<file path="src/rtl/time_set_ctl_pkg.sv">
// Shared types and constants for the clock/calendar edit controller.
// Holds the edit-state encoding, field LED codes, BCD limits and the common BCD step function.
package time_set_ctl_pkg;

  typedef enum logic [2:0] {
    ST_RUN    = 3'd0,
    ST_E_YR   = 3'd1,
    ST_E_MON  = 3'd2,
    ST_E_DAY  = 3'd3,
    ST_E_HR   = 3'd4,
    ST_E_MIN  = 3'd5,
    ST_COMMIT = 3'd6
  } state_t;

  localparam logic [2:0]  FIELD_RUN  = 3'b000;
  localparam logic [2:0]  FIELD_YR   = 3'b100;
  localparam logic [2:0]  FIELD_DATE = 3'b010;
  localparam logic [2:0]  FIELD_TIME = 3'b001;

  localparam logic [15:0] YR_MIN  = 16'h2000;
  localparam logic [15:0] YR_MAX  = 16'h2099;
  localparam logic [7:0]  MON_MIN = 8'h01;
  localparam logic [7:0]  MON_MAX = 8'h12;
  localparam logic [7:0]  DAY_MIN = 8'h01;
  localparam logic [7:0]  HR_MAX  = 8'h23;
  localparam logic [7:0]  MIN_MAX = 8'h59;
  localparam logic [7:0]  BCD_00  = 8'h00;

  // Four-digit BCD increment; values at or above hi wrap to lo (valid BCD compares like binary).
  function automatic logic [15:0] bcd_inc_wrap(input logic [15:0] val,
                                               input logic [15:0] lo,
                                               input logic [15:0] hi);
    logic [15:0] res;
    logic        carry;
    res   = val;
    carry = 1'b1;
    if (val >= hi) begin
      res = lo;
    end else begin
      for (int d = 0; d < 4; d++) begin
        if (carry && (res[d*4 +: 4] == 4'd9)) begin
          res[d*4 +: 4] = 4'd0;
        end else if (carry) begin
          res[d*4 +: 4] = res[d*4 +: 4] + 4'd1;
          carry         = 1'b0;
        end else begin
          carry = 1'b0;
        end
      end
    end
    return res;
  endfunction

  function automatic logic is_edit(input state_t s);
    return (s == ST_E_YR) || (s == ST_E_MON) || (s == ST_E_DAY) ||
           (s == ST_E_HR) || (s == ST_E_MIN);
  endfunction

endpackage

</file>
<file path="src/rtl/time_set_ctl_if.sv">
// Button/timebase inputs, live counter values and edit outputs of the time-set controller.
interface time_set_ctl_if;
  logic        tick;
  logic        btn_set;
  logic        btn_inc;
  logic [15:0] cur_year;
  logic [7:0]  cur_month;
  logic [7:0]  cur_day;
  logic [7:0]  cur_hour;
  logic [7:0]  cur_min;
  logic        run_en;
  logic        load;
  logic [15:0] set_year;
  logic [7:0]  set_month;
  logic [7:0]  set_day;
  logic [7:0]  set_hour;
  logic [7:0]  set_min;
  logic [2:0]  field;
  logic        blink;

  modport master (
    output tick, btn_set, btn_inc, cur_year, cur_month, cur_day, cur_hour, cur_min,
    input  run_en, load, set_year, set_month, set_day, set_hour, set_min, field, blink
  );

  modport slave (
    input  tick, btn_set, btn_inc, cur_year, cur_month, cur_day, cur_hour, cur_min,
    output run_en, load, set_year, set_month, set_day, set_hour, set_min, field, blink
  );
endinterface

</file>
<file path="src/rtl/time_set_ctl_bcd_days_in_month.sv">
// Days in a BCD month for years 2000..2099; also used by the date counter.
module bcd_days_in_month (
  input  logic [7:0] month,
  input  logic [3:0] yr1,
  input  logic [3:0] yr0,
  output logic [7:0] dim
);

  logic leap;

  // Leap from the two low BCD year digits; a non-decimal tens digit is treated as non-leap.
  always_comb begin
    leap = 1'b0;
    if (yr1 > 4'd9) begin
      leap = 1'b0;
    end else if (yr1[0]) begin
      leap = (yr0 == 4'd2) || (yr0 == 4'd6);
    end else begin
      leap = (yr0 == 4'd0) || (yr0 == 4'd4) || (yr0 == 4'd8);
    end
  end

  // Month length lookup.
  always_comb begin
    case (month)
      8'h04, 8'h06, 8'h09, 8'h11: dim = 8'h30;
      8'h02:                      dim = leap ? 8'h29 : 8'h28;
      default:                    dim = 8'h31;
    endcase
  end

endmodule

</file>
<file path="src/rtl/time_set_ctl.sv">
// Time/date edit controller: freezes the counters, steps one field at a time and commits
// the edited value with a single-cycle parallel load.
module time_set_ctl
  import time_set_ctl_pkg::*;
#(
  parameter int BLINK_TICKS   = 50,
  parameter int TIMEOUT_TICKS = 3000
) (
  input logic          clk,
  input logic          rst_n,
  time_set_ctl_if.slave bus
);

  localparam int TMO_W = $clog2(TIMEOUT_TICKS + 1);
  localparam int BLK_W = $clog2(BLINK_TICKS + 1);
  localparam logic [TMO_W-1:0] TMO_LAST = TMO_W'(TIMEOUT_TICKS - 1);
  localparam logic [BLK_W-1:0] BLK_LAST = BLK_W'(BLINK_TICKS - 1);

  state_t             state_r, state_s;
  logic [15:0]        yr_r, yr_s;
  logic [7:0]         mon_r, mon_s, day_r, day_s, hr_r, hr_s, min_r, min_s;
  logic [TMO_W-1:0]   tmo_r, tmo_s;
  logic [BLK_W-1:0]   blk_cnt_r, blk_cnt_s;
  logic               blk_ph_r, blk_ph_s;
  logic               run_en_r, run_en_s, load_r, load_s, blink_r, blink_s;
  logic [2:0]         field_r, field_s;
  logic [7:0]         dim_s;

  bcd_days_in_month u_dim (
    .month (mon_r),
    .yr1   (yr_r[7:4]),
    .yr0   (yr_r[3:0]),
    .dim   (dim_s)
  );

  // Next state, edit registers and idle timeout.
  always_comb begin
    state_s = state_r;
    yr_s    = yr_r;
    mon_s   = mon_r;
    day_s   = day_r;
    hr_s    = hr_r;
    min_s   = min_r;
    tmo_s   = tmo_r;
    case (state_r)
      ST_RUN: begin
        if (bus.btn_set) begin
          yr_s    = bus.cur_year;
          mon_s   = bus.cur_month;
          day_s   = bus.cur_day;
          hr_s    = bus.cur_hour;
          min_s   = bus.cur_min;
          tmo_s   = {TMO_W{1'b0}};
          state_s = ST_E_YR;
        end else begin
          state_s = ST_RUN;
        end
      end
      ST_COMMIT: state_s = ST_RUN;
      ST_E_YR, ST_E_MON, ST_E_DAY, ST_E_HR, ST_E_MIN: begin
        if (bus.btn_set) begin
          tmo_s = {TMO_W{1'b0}};
          // Leaving month edit pulls an out-of-range day back to the last valid day.
          day_s = ((state_r == ST_E_MON) && (day_r > dim_s)) ? dim_s : day_r;
          case (state_r)
            ST_E_YR:  state_s = ST_E_MON;
            ST_E_MON: state_s = ST_E_DAY;
            ST_E_DAY: state_s = ST_E_HR;
            ST_E_HR:  state_s = ST_E_MIN;
            ST_E_MIN: state_s = ST_COMMIT;
            default:  state_s = ST_RUN;
          endcase
        end else if (bus.btn_inc) begin
          tmo_s = {TMO_W{1'b0}};
          case (state_r)
            ST_E_YR:  yr_s  = bcd_inc_wrap(yr_r, YR_MIN, YR_MAX);
            ST_E_MON: mon_s = 8'(bcd_inc_wrap({8'h00, mon_r}, {8'h00, MON_MIN}, {8'h00, MON_MAX}));
            ST_E_DAY: day_s = 8'(bcd_inc_wrap({8'h00, day_r}, {8'h00, DAY_MIN}, {8'h00, dim_s}));
            ST_E_HR:  hr_s  = 8'(bcd_inc_wrap({8'h00, hr_r}, {8'h00, BCD_00}, {8'h00, HR_MAX}));
            ST_E_MIN: min_s = 8'(bcd_inc_wrap({8'h00, min_r}, {8'h00, BCD_00}, {8'h00, MIN_MAX}));
            default:  yr_s  = yr_r;
          endcase
        end else if (bus.tick) begin
          if (tmo_r == TMO_LAST) begin
            tmo_s   = {TMO_W{1'b0}};
            state_s = ST_RUN;
          end else begin
            tmo_s = tmo_r + TMO_W'(1);
          end
        end else begin
          tmo_s = tmo_r;
        end
      end
      default: state_s = ST_RUN;
    endcase
  end

  // Blink phase and registered output values derived from the next state.
  always_comb begin
    blk_cnt_s = blk_cnt_r;
    blk_ph_s  = blk_ph_r;
    field_s   = FIELD_RUN;
    if (state_s != state_r) begin
      blk_cnt_s = {BLK_W{1'b0}};
      blk_ph_s  = 1'b0;
    end else if (bus.tick && (blk_cnt_r == BLK_LAST)) begin
      blk_cnt_s = {BLK_W{1'b0}};
      blk_ph_s  = ~blk_ph_r;
    end else if (bus.tick) begin
      blk_cnt_s = blk_cnt_r + BLK_W'(1);
    end else begin
      blk_cnt_s = blk_cnt_r;
    end
    case (state_s)
      ST_E_YR:            field_s = FIELD_YR;
      ST_E_MON, ST_E_DAY: field_s = FIELD_DATE;
      ST_E_HR, ST_E_MIN:  field_s = FIELD_TIME;
      default:            field_s = FIELD_RUN;
    endcase
    run_en_s = (state_s == ST_RUN);
    load_s   = (state_s == ST_COMMIT);
    blink_s  = is_edit(state_s) && !bus.btn_inc && blk_ph_s;
  end

  // State, edit values, counters and outputs.
  always_ff @(posedge clk or negedge rst_n) begin
    if (!rst_n) begin
      state_r   <= ST_RUN;
      yr_r      <= YR_MIN;
      mon_r     <= MON_MIN;
      day_r     <= DAY_MIN;
      hr_r      <= BCD_00;
      min_r     <= BCD_00;
      tmo_r     <= {TMO_W{1'b0}};
      blk_cnt_r <= {BLK_W{1'b0}};
      blk_ph_r  <= 1'b0;
      run_en_r  <= 1'b1;
      load_r    <= 1'b0;
      blink_r   <= 1'b0;
      field_r   <= FIELD_RUN;
    end else begin
      state_r   <= state_s;
      yr_r      <= yr_s;
      mon_r     <= mon_s;
      day_r     <= day_s;
      hr_r      <= hr_s;
      min_r     <= min_s;
      tmo_r     <= tmo_s;
      blk_cnt_r <= blk_cnt_s;
      blk_ph_r  <= blk_ph_s;
      run_en_r  <= run_en_s;
      load_r    <= load_s;
      blink_r   <= blink_s;
      field_r   <= field_s;
    end
  end

  assign bus.run_en    = run_en_r;
  assign bus.load      = load_r;
  assign bus.blink     = blink_r;
  assign bus.field     = field_r;
  assign bus.set_year  = yr_r;
  assign bus.set_month = mon_r;
  assign bus.set_day   = day_r;
  assign bus.set_hour  = hr_r;
  assign bus.set_min   = min_r;

endmodule

</file>
<file path="src/flat_wrapper.sv">
// flat-port wrapper written by rule: the top's interface ports become plain ports
module time_set_ctl_flat import time_set_ctl_pkg::*;
#(
  parameter int BLINK_TICKS   = 50,
  parameter int TIMEOUT_TICKS = 3000
)
  (clk, rst_n, bus_tick, bus_btn_set, bus_btn_inc, bus_cur_year, bus_cur_month, bus_cur_day, bus_cur_hour, bus_cur_min, bus_run_en, bus_load, bus_set_year, bus_set_month, bus_set_day, bus_set_hour, bus_set_min, bus_field, bus_blink);
  time_set_ctl_if bus_i ();
  input logic clk;
  input logic rst_n;
  input wire logic [$bits(bus_i.tick)-1:0] bus_tick;
  input wire logic [$bits(bus_i.btn_set)-1:0] bus_btn_set;
  input wire logic [$bits(bus_i.btn_inc)-1:0] bus_btn_inc;
  input wire logic [$bits(bus_i.cur_year)-1:0] bus_cur_year;
  input wire logic [$bits(bus_i.cur_month)-1:0] bus_cur_month;
  input wire logic [$bits(bus_i.cur_day)-1:0] bus_cur_day;
  input wire logic [$bits(bus_i.cur_hour)-1:0] bus_cur_hour;
  input wire logic [$bits(bus_i.cur_min)-1:0] bus_cur_min;
  output wire logic [$bits(bus_i.run_en)-1:0] bus_run_en;
  output wire logic [$bits(bus_i.load)-1:0] bus_load;
  output wire logic [$bits(bus_i.set_year)-1:0] bus_set_year;
  output wire logic [$bits(bus_i.set_month)-1:0] bus_set_month;
  output wire logic [$bits(bus_i.set_day)-1:0] bus_set_day;
  output wire logic [$bits(bus_i.set_hour)-1:0] bus_set_hour;
  output wire logic [$bits(bus_i.set_min)-1:0] bus_set_min;
  output wire logic [$bits(bus_i.field)-1:0] bus_field;
  output wire logic [$bits(bus_i.blink)-1:0] bus_blink;
  assign bus_i.tick = bus_tick;
  assign bus_i.btn_set = bus_btn_set;
  assign bus_i.btn_inc = bus_btn_inc;
  assign bus_i.cur_year = bus_cur_year;
  assign bus_i.cur_month = bus_cur_month;
  assign bus_i.cur_day = bus_cur_day;
  assign bus_i.cur_hour = bus_cur_hour;
  assign bus_i.cur_min = bus_cur_min;
  assign bus_run_en = bus_i.run_en;
  assign bus_load = bus_i.load;
  assign bus_set_year = bus_i.set_year;
  assign bus_set_month = bus_i.set_month;
  assign bus_set_day = bus_i.set_day;
  assign bus_set_hour = bus_i.set_hour;
  assign bus_set_min = bus_i.set_min;
  assign bus_field = bus_i.field;
  assign bus_blink = bus_i.blink;
  time_set_ctl #(.BLINK_TICKS(BLINK_TICKS), .TIMEOUT_TICKS(TIMEOUT_TICKS)) u_core (.clk(clk), .rst_n(rst_n), .bus(bus_i));
endmodule
</file>
<file path="config.mk">
export PLATFORM = sky130hd
export DESIGN_NAME = time_set_ctl_flat
export DESIGN_NICKNAME = d
export VERILOG_FILES = /design/src/rtl/time_set_ctl_pkg.sv /design/src/rtl/time_set_ctl_if.sv /design/src/rtl/time_set_ctl_bcd_days_in_month.sv /design/src/rtl/time_set_ctl.sv /design/src/flat_wrapper.sv
export SDC_FILE = /design/constraint.sdc
export NUM_CORES = 1
export LEC_CHECK = 0
export CORE_MARGIN = 4
export CORE_UTILIZATION = 49
export CTS_BUF_LIST = sky130_fd_sc_hd__clkbuf_8
export DETAILED_ROUTE_END_ITERATION = 10
export HOLD_SLACK_MARGIN = 0.1
export MAX_ROUTING_LAYER = met4
export PLACE_DENSITY = 0.78
export SYNTH_ARGS = -nofsm -noshare
export SYNTH_HDL_FRONTEND = slang
export SYNTH_HIERARCHICAL = 1
export SYNTH_SLANG_ARGS = --single-unit
</file>
<file path="constraint.sdc">
create_clock -name clk -period 3.8 [get_ports clk]
set_clock_uncertainty 0.05 [all_clocks]
set_input_delay 0.95 -clock clk [delete_from_list [all_inputs] [get_ports clk]]
set_output_delay 0.95 -clock clk [all_outputs]
set_load 0.005 [all_outputs]
</file>
Word-level counts from Yosys, hierarchy flattened
Cells that the tools add are included. Widths: inputs -> output; s select.

Reduce and logical (&&, ||, !) cells: 41. Divide/modulo/power cells: 0. Order comparisons: 7. $add $sub $neg: 14. Bitwise gates (word level): 1. Mux-type cells: 115. Shifts and indexed selects: 0. Multipliers: 0. Equality and inequality tests: 53.

Operators with widths (number): $mux 8 (21); $mux 16 (5); $mux 4 (19); $pmux 8 s2 (4); $mux 12 (5); $eq 4x4->1 const B (13); $add 4x1->4 const B (12); $mux 1 (48); $reduce_and 6->1 (7); $pmux 16 s2 (1); $reduce_and 5->1 (5); $ne 4x1->1 const B (6); $pmux 12 s2 (1); $mux 6 (3); $eq 8x3->1 const B (2); $ge 16x14->1 const B (1); $eq 3x3->1 const B (5); $pmux 3 s5 (1); $add 12x1->12 const B (1); $eq 12x12->1 const B (1); $eq 3x2->1 const B (4); $mux 3 (4); $logic_and 1x1->1 (11); $pmux 5 s2 (1); 34 further kinds (50).

ROM bits: 0. Register bits after elaboration: 76. RAM bits: 0. Latch bits: 0. Memories: 0. Output and inout bits: 54. Logic and storage cells: 251.

Logic depth before layout (Yosys ltp)
Gate-level depths: netlist of run 1.

Depth in word-level cells: 28. Depth in mapped cells: 12. Mapped depth without buffers: 12.

Modules after synthesis
Netlist of run 1, hierarchy kept.

Modules (own cells, without submodules): time_set_ctl (area each 4810.9 um2, cells an instance 549, times used 1); bcd_days_in_month (area each 137.6 um2, cells an instance 22, times used 1).

Worst setup path before layout of run 1
No wires, ideal clock.

Path type: register to register. Start point: register u_core.mon_r[4] (netlist: u_core/bus.set_month[4]). End point: register u_core.day_r[7] (netlist: u_core/bus.set_day[7]). Required time: 3.629 ns. Data arrival time: 2.502 ns. Cell stages (with the launch flop): 13. Library setup time: 0.121 ns. Slack: 1.128 ns. Cells stage by stage: dfrtp_1 > nor3_1 > nand3b_1 > nor4_1 > inv_1 > inv_1 > ha_1 > nand4_1 > o211ai_1 > a31o_2 > a31oi_2 > o21ai_0 > a22o_1.

Cells in the longest elaborated chain, start to end: 9.

RTL lines: start, declared (RTL line time_set_ctl.sv:21) `logic [7:0] mon_r, mon_s, day_r, day_s, hr_r, hr_s, min_r, min_s;`; start signal, assigned (RTL line time_set_ctl.sv:144) `mon_r <= mon_s;`; $eq 8x3->1 (tied with other cells) (RTL line time_set_ctl_bcd_days_in_month.sv:25) `case (month)`; $reduce_or 4->1 (RTL line time_set_ctl_bcd_days_in_month.sv:25); $pmux 5 s2 (*) (RTL line time_set_ctl_bcd_days_in_month.sv:25); via u_core.dim_s[3] (RTL line time_set_ctl.sv:27) `logic [7:0] dim_s;`; $ge 8x6->1 (RTL line time_set_ctl_pkg.sv:37) `if (val >= hi) begin`; $mux 8 (RTL line time_set_ctl_pkg.sv:37); $mux 8 (RTL line time_set_ctl.sv:75) `case (state_r)`; $mux 8 (RTL line time_set_ctl.sv:73) `end else if (bus.btn_inc) begin`; $mux 8 (RTL line time_set_ctl.sv:61) `if (bus.btn_set) begin`; $pmux 8 s2 (RTL line time_set_ctl.sv:45) `case (state_r)`; end signal, assigned (RTL line time_set_ctl.sv:145) `day_r <= day_s;`; end, declared (RTL line time_set_ctl.sv:21).

Mark *: on every way through the listed nets, which the timed path passes. The rest lies on a longest branch. The select of a mux whose other input is x is not followed. A chain may end at the register's enable or synchronous reset.

Worst setup path in the final report of run 1
Start point: register u_core.mon_r[4] (netlist: u_core/bus.set_month[4]). End point: register u_core.day_r[6] (netlist: u_core/bus.set_day[6]).

Same word-level chain as after synthesis.

==> results_dict.tcl, run 1 <==
set metrics [dict create \
    final_antenna_net_count 0 \
    final-hold-violation-count 0 \
    critical_path_arrival_ns 3.52 \
    clock_latency_ns 0.35 \
    fmax_mhz 301.4 \
    seqPwrFrac_pct 31.9 \
    min_period_ns 3.318 \
    fin_crit_sh_pct 87.33 \
    cts_resized 0 \
    slowest_delay_ns 0.54 \
    dp_hpwl_microns 9514 \
    synth_cell_types 68 \
    start_kind "register" \
    synth_edf_count 0 \
    cap_violations 0 \
    tns_ns 0 \
    vias 4757 \
    seq_area_frac_synth_pct 38.53 \
    p_int_uw 2792 \
    cp_slowest_cell "nor4_1" \
    grt-ovfl-total 0 \
    drt_iter0_drc 379 \
    syn_inst 571 \
    die_width_microns 108.5 \
    post_cts_buffers 0 \
    path_cells "nor3_1 -> nand3b_1 -> nor4_1 -> inv_1 -> inv_1 -> ha_1 -> nand4_1 -> o211ai_1 -> a31o_2 -> a31oi_2 -> o21ai_0 -> a22o_1" \
    grt_start_max_net_pins 77 \
    p_leak_uw 0.002702 \
    start_util_pct 50.40 \
    cts_hold_buf 0 \
    combPwrFrac_pct 52.2 \
    drive_above_1_share_pct 7.069 \
    grt_antenna_before_repair 0 \
    relSlewSlack_pct 26.66 \
    path_clk_slew_ns 0.08 \
    dr.pass1.iters 6 \
    io_buffers 106 \
    wire_per_inst_microns 16.10 \
    syn_avg_cell_area_sq_um 8.666 \
    critPathMaxFanout 8 \
    viasPerCell 5.858 \
    die_height_microns 108.5 \
    holdWs_ns 0.4694 \
    tritoncts "yes" \
    grt_pass1_wl_microns 21620 \
    antennaDiodeCount 0 \
    hp-class "register to register" \
    synthArstFlopShare_pct 100.0 \
    synth.cell_area_sq_mm 0.004948 \
    place.gp.congestion 0.8804 \
    io_pins 107 \
    dieArea_sq_mm 0.01177 \
    slew_violations 0 \
    synth_ff_type "dfrtp_1" \
    swShare_pct 42.51 \
    core_area_sq_mm 0.009819 \
    grt_pass1_vias 4536 \
    critPathRequiredTime_ns 4.00 \
    worst_slew_pin_slew_ns 1.093 \
    final-setup-viol-count 0 \
    yosysWarnings 6 \
    ys_seq_elements 76 \
    powerDensity_mw_per_mm2 761.4 \
    clockBufferDepth 2 \
    path_common_cell "inv_1" \
    track_usage_pct 23.51 \
    grt_setup_unrepaired "false" \
    area_delta_synth_final_pct 28.87 \
    critPathCaptureType "register" \
    status "finished clean" \
    cts_root_buffer "clkbuf_8" \
    cpLargestDelayFamily "compound AO/OA/AOI/OAI gates" \
    routed_wl_microns 13080 \
    cts_sinks 76 \
    numCtsBuffers 9 \
    worst-setup-path-type "register to register" \
    fill_cells 844 \
    ir_drop_mv 0.3989 \
    drc 0 \
    rows 36 \
    p_sw_uw 2064 \
    fin_nets 758 \
    path_buf_inv 2 \
    power_frac_clock_pct 15.8 \
    htreeDepth 3 \
]
==> placed cells by master (no fill, tap or decap), types with 3 or more instances in the layout <==
cell type        instances
nand4_1                  5
bufinv_16                3
dfstp_2                  4
a21oi_1                 30
conb_1                   5
nand2b_1                 8
a22o_1                  14
nand4b_1                 3
inv_1                   34
mux2_2                   4
and3_1                  10
o211ai_1                 4
mux2i_1                  8
a21o_1                   3
nor2b_1                  5
o311ai_0                 4
clkdlybuf4s50_1        105
o21a_1                   3
nor3b_1                  3
o2bb2ai_1                3
buf_4                   10
o21ai_0                 54
a2bb2oi_1                5
o21ai_1                  5
nand3b_1                 3
nor2_1                  51
clkbuf_8                10
xnor2_1                  3
xor2_1                   6
a21oi_2                  3
a221oi_1                 3
nand3_1                 33
ha_1                    31
nor3_1                  13
o31ai_1                 12
nand2_1                 54
a31oi_1                  5
dfrtp_1                 72
nor4_1                   4
==> Yosys cell counts, types with 3 or more instances <==
library cell | instances | share of area [%]
a22o_1 | 14 | 2.5
a21oi_1 | 30 | 3.0
o311ai_0 | 4 | 0.71
nand4_1 | 5 | 0.63
xor2_1 | 6 | 1.1
a21o_1 | 3 | 0.46
ha_1 | 31 | 7.8
a221oi_1 | 3 | 0.53
o2bb2ai_1 | 3 | 0.53
dfstp_2 | 4 | 2.1
and3_1 | 10 | 1.3
nor3_1 | 13 | 1.3
o31ai_1 | 12 | 1.8
buf_4 | 5 | 0.76
inv_1 | 34 | 2.6
xnor2_1 | 3 | 0.53
nor4_1 | 4 | 0.51
a2bb2oi_1 | 5 | 0.88
mux2_2 | 4 | 0.91
nor3b_1 | 3 | 0.46
o21ai_1 | 5 | 0.51
clkbuf_1 | 8 | 0.61
nand4b_1 | 3 | 0.53
a21oi_2 | 3 | 0.53
a31oi_1 | 5 | 0.63
buf_2 | 12 | 1.2
dfrtp_1 | 72 | 36
mux2i_1 | 8 | 1.6
nor2_1 | 51 | 3.9
nand2b_1 | 8 | 1.0
nand3b_1 | 3 | 0.46
o211ai_1 | 4 | 0.61
nand2_1 | 54 | 4.1
nor2b_1 | 5 | 0.63
o21a_1 | 3 | 0.46
nand3_1 | 33 | 3.3
o21ai_0 | 54 | 5.5
==> path summary, 6_finish.rpt <==
kind | to | from | slack (ns) | cells past startpoint
min in group asynchronous | u_core/blk_cnt_r[5] | rst_n | 0.69 | 1
setup reg to reg | u_core/bus.set_day[6] | u_core/bus.set_month[4] | 0.48 | 12
max in group asynchronous | u_core/tmo_r[4] | rst_n | 2.38 | 1
hold / removal | u_core/bus.set_year[13] | u_core/bus.set_year[13] | 0.47 | 1
hold reg to reg | u_core/bus.set_year[13] | u_core/bus.set_year[13] | 0.47 | 1
setup / recovery | u_core/bus.set_day[6] | u_core/bus.set_month[4] | 0.48 | 12
==> flip-flops by register name, indices dropped and copies added (netlist names) <==
| name | flops |
|---|---|
| u_core/bus.set_year | 16 |
| u_core/tmo_r | 12 |
| u_core/bus.set_day | 8 |
| u_core/bus.set_hour | 8 |
| u_core/bus.set_min | 8 |
| u_core/bus.set_month | 8 |
| u_core/blk_cnt_r | 6 |
| u_core/bus.field | 3 |
| u_core/state_r | 3 |
| u_core/blk_ph_r | 1 |
| u_core/bus.blink | 1 |
| u_core/bus.load | 1 |
| u_core/bus.run_en | 1 |
==> layout make-up <==
type	instances	area, sq um	area share [%]
clock buffers	10	137.6	2.158
clock inverters	6	111.4	1.746
inverters	34	127.6	2.001
multi-input cells	438	2801	43.93
flip-flops and latches	76	1907	29.90
well taps	133	166.4	2.609
repair buffers	115	1126	17.66
==> metal layers <==
layer	wire length, microns	vias up	global-route usage (%)
met5	0	-	-
met2	6175	158	35.92
met4	143	0	5.861
li1	-	2278	-
met1	5953	2305	31.38
met3	803	16	6.030
==> logic make-up (layout without fill, tap and decap cells) <==
kind of cell | Yosys count | after routing | synth area share [%]
simple gates | 205 | 205 | 20.25
compound gates | 176 | 176 | 23.87
flops | 76 | 76 | 38.53
buf+inv | 60 | 165 | 5.234
fa+ha+maj | 31 | 31 | 7.838
mux | 12 | 12 | 2.528
xor+xnor | 9 | 9 | 1.593
other cells | 2 | 5 | 0.1518
==> per-stage QoR <==
step / instance area, sq um / util (%) / total power, uW / std cells / setup slack, ns
global route: 6377 / 64.95 / 5254 / 812 / 0.2583
CTS: 6377 / 64.95 / 4865 / 812 / 0.5992
finish: 6377 / 64.95 / 4856 / 812 / 0.4816
global placement: 6128 / 62.41 / 3973 / 796 / 0.6355
detailed placement: 6128 / 62.41 / 4074 / 796 / 0.4905
floorplan: 4960 / - / 3009 / 574 / 1.128
==> power groups by stage <==
stage | Sequential (uW) | Clock [uW] | Combinational [uW]
2_1_floorplan | 1450 | 0 | 1560
3_3_place_gp | 1540 | 0 | 2430
3_5_place_dp | 1550 | 0 | 2520
4_1_cts | 1550 | 787 | 2530
5_1_grt | 1620 | 822 | 2820
6_report | 1550 | 769 | 2540
(Power assumes the default switching activity.)
==> run 2, diff against run 1 <==
Settings changed: DONT_BUFFER_PORTS set to 1, PLACE_DENSITY 0.78 to not set.
==> run 2 against run 1 <==
Against the previous run: power fell by 13%; final area down 17%; setup slack better by 0.17 ns; via count decreased by 11%; clock power decreased by 8.1%; sequential share of layout area is 6.2 points higher; critical path type unchanged; largest cell class unchanged; largest power group unchanged; highest routed layer unchanged.
==> results_dict.tcl, run 2 (same netlist as run 1, synthesis figures left out) <==
set metrics [dict create \
    status "finished clean" \
    start_kind "register" \
    critPathRequiredTime_ns 3.99 \
    viasPerCell 5.987 \
    final_core_util_pct 53.72 \
    cts_sinks 76 \
    post_cts_buffers 0 \
    worst_slew_pin_slew_ns 0.7655 \
    dr.pass1.iters 4 \
    grt_pass1_wl_microns 19860 \
    tritoncts "yes" \
    p_sw_uw 1943 \
    grt-ovfl-total 0 \
    fmax_mhz 317.7 \
    largest_reg_flops 16 \
    reg2reg_depth 12 \
    slew_violations 0 \
    place_ws_ns 0.7183 \
    final-setup-viol-count 0 \
    cts_resized 0 \
    track_usage_pct 21.90 \
    hp-class "input port to async pin" \
    io_buffers 0 \
    grt_start_max_net_pins 77 \
    r2r_start "u_core/bus.set_month[4]" \
    reg2reg_slack_ns 0.65 \
    grt_pass1_vias 3923 \
    routed_wl_microns 12170 \
    area_delta_synth_final_pct 6.599 \
    rows 36 \
    drive_above_1_share_pct 7.544 \
    place.gp.congestion 0.8237 \
    grt_antenna_before_repair 1 \
    core_area_sq_mm 0.009819 \
    numCtsBuffers 9 \
    final_antenna_net_count 0 \
    p_leak_uw 0.002270 \
    dieArea_sq_mm 0.01177 \
    final-hold-violation-count 0 \
    worst-setup-path-type "register to register" \
    vias 4215 \
    cts_hold_buf 0 \
    drt_iter0_drc 233 \
    combPwrFrac_pct 45.3 \
    clockBufferDepth 2 \
    path_clk_slew_ns 0.09 \
    die_height_microns 108.5 \
    die_width_microns 108.5 \
    dp_hpwl_microns 8613 \
    io_pins 107 \
    critPathMaxFanout 8 \
    p_int_uw 2284 \
    layout_common_cells "dfrtp_1 (72), nand2_1 (54), o21ai_0 (54)" \
    timing.rr.end "u_core/bus.set_day[7]" \
    seqPwrFrac_pct 38.0 \
    wire_per_inst_microns 17.29 \
    critical_path_arrival_ns 3.34 \
    power_frac_clock_pct 16.7 \
    cap_violations 0 \
    ir_drop_mv 0.4055 \
    relSlewSlack_pct 48.50 \
    fin_nets 649 \
    min_period_ns 3.147 \
    swShare_pct 45.97 \
    drc 0 \
    powerDensity_mw_per_mm2 801.4 \
    htreeDepth 3 \
    tns_ns 0 \
    grt_setup_unrepaired "false" \
    layout_commonest_cell "dfrtp_1" \
    fin_crit_sh_pct 82.82 \
    setup_ws_ns 0.6528 \
    cts_root_buffer "clkbuf_8" \
    clock_latency_ns 0.36 \
    start_util_pct 50.40 \
    critPathCaptureType "register" \
]
## run 2: through the flow
stage / instance area (sq um) / hold slack, ns / power (uW) / std cells
6_report: 5275 / 0.2305 / 4227 / 704
5_1_grt: 5275 / 0.1966 / 4631 / 704
4_1_cts: 5273 / 0.2121 / 4259 / 703
3_5_place_dp: 5047 / 0.4414 / 3534 / 687
3_3_place_gp: 5047 / 0.4385 / 3482 / 687
2_1_floorplan: 4960 / 0.4091 / 3009 / 574
## run 2: how the worst max path moves through the flow
stage | start | to | slack, ns | cells after the start
floorplan | u_core/bus.set_month[4] | u_core/bus.set_day[7] | 1.13 | 12
global placement | u_core/bus.set_month[4] | u_core/bus.set_day[6] | 0.87 | 12
detailed placement | u_core/bus.set_month[4] | u_core/bus.set_day[6] | 0.72 | 12
CTS | u_core/bus.set_month[4] | u_core/bus.set_day[6] | 0.68 | 12
global route | u_core/bus.set_month[4] | u_core/bus.set_day[7] | 0.33 | 12
finish | u_core/bus.set_month[4] | u_core/bus.set_day[7] | 0.65 | 12
## run 2: area by class of cell
type | count | area, sq um
diodes | 1 | 2.502
clock buffers | 10 | 137.6
clock inverters | 6 | 87.58
fillers | 977 | 4544
inverters | 34 | 127.6
multi-input cells | 438 | 2801
flip-flops and latches | 76 | 1907
well taps | 133 | 166.4
repair buffers | 6 | 45.04
## run 2: worst max-delay path: stages, from the launching register on
cell and delay [ns]:
dfrtp_1 0.48, nor3_1 0.26, nand3b_1 0.13, nor4_1 0.43, inv_1 0.13, inv_1 0.08, ha_1 0.22, nand4_1 0.15
o211ai_1 0.12, a31o_2 0.30, a31oi_2 0.34, o21ai_0 0.16, a22o_1 0.20
## run 2: per-layer routing
| layer | global-route usage, % | wire (microns) | vias to the layer above |
|---|---|---|---|
| li1 | - | - | 2065 |
| met1 | 28.74 | 5630 | 2030 |
| met2 | 32.44 | 5522 | 111 |
| met3 | 6.866 | 892 | 9 |
| met4 | 6.763 | 129 | 0 |
| met5 | - | 0 | - |
## run 2: power by group through the flow
stage	sequential, uW	combinational, uW	clock, uW
2_1_floorplan	1450	1560	0
3_3_place_gp	1620	1860	0
3_5_place_dp	1630	1910	0
4_1_cts	1610	1920	729
5_1_grt	1690	2180	761
6_report	1610	1910	707
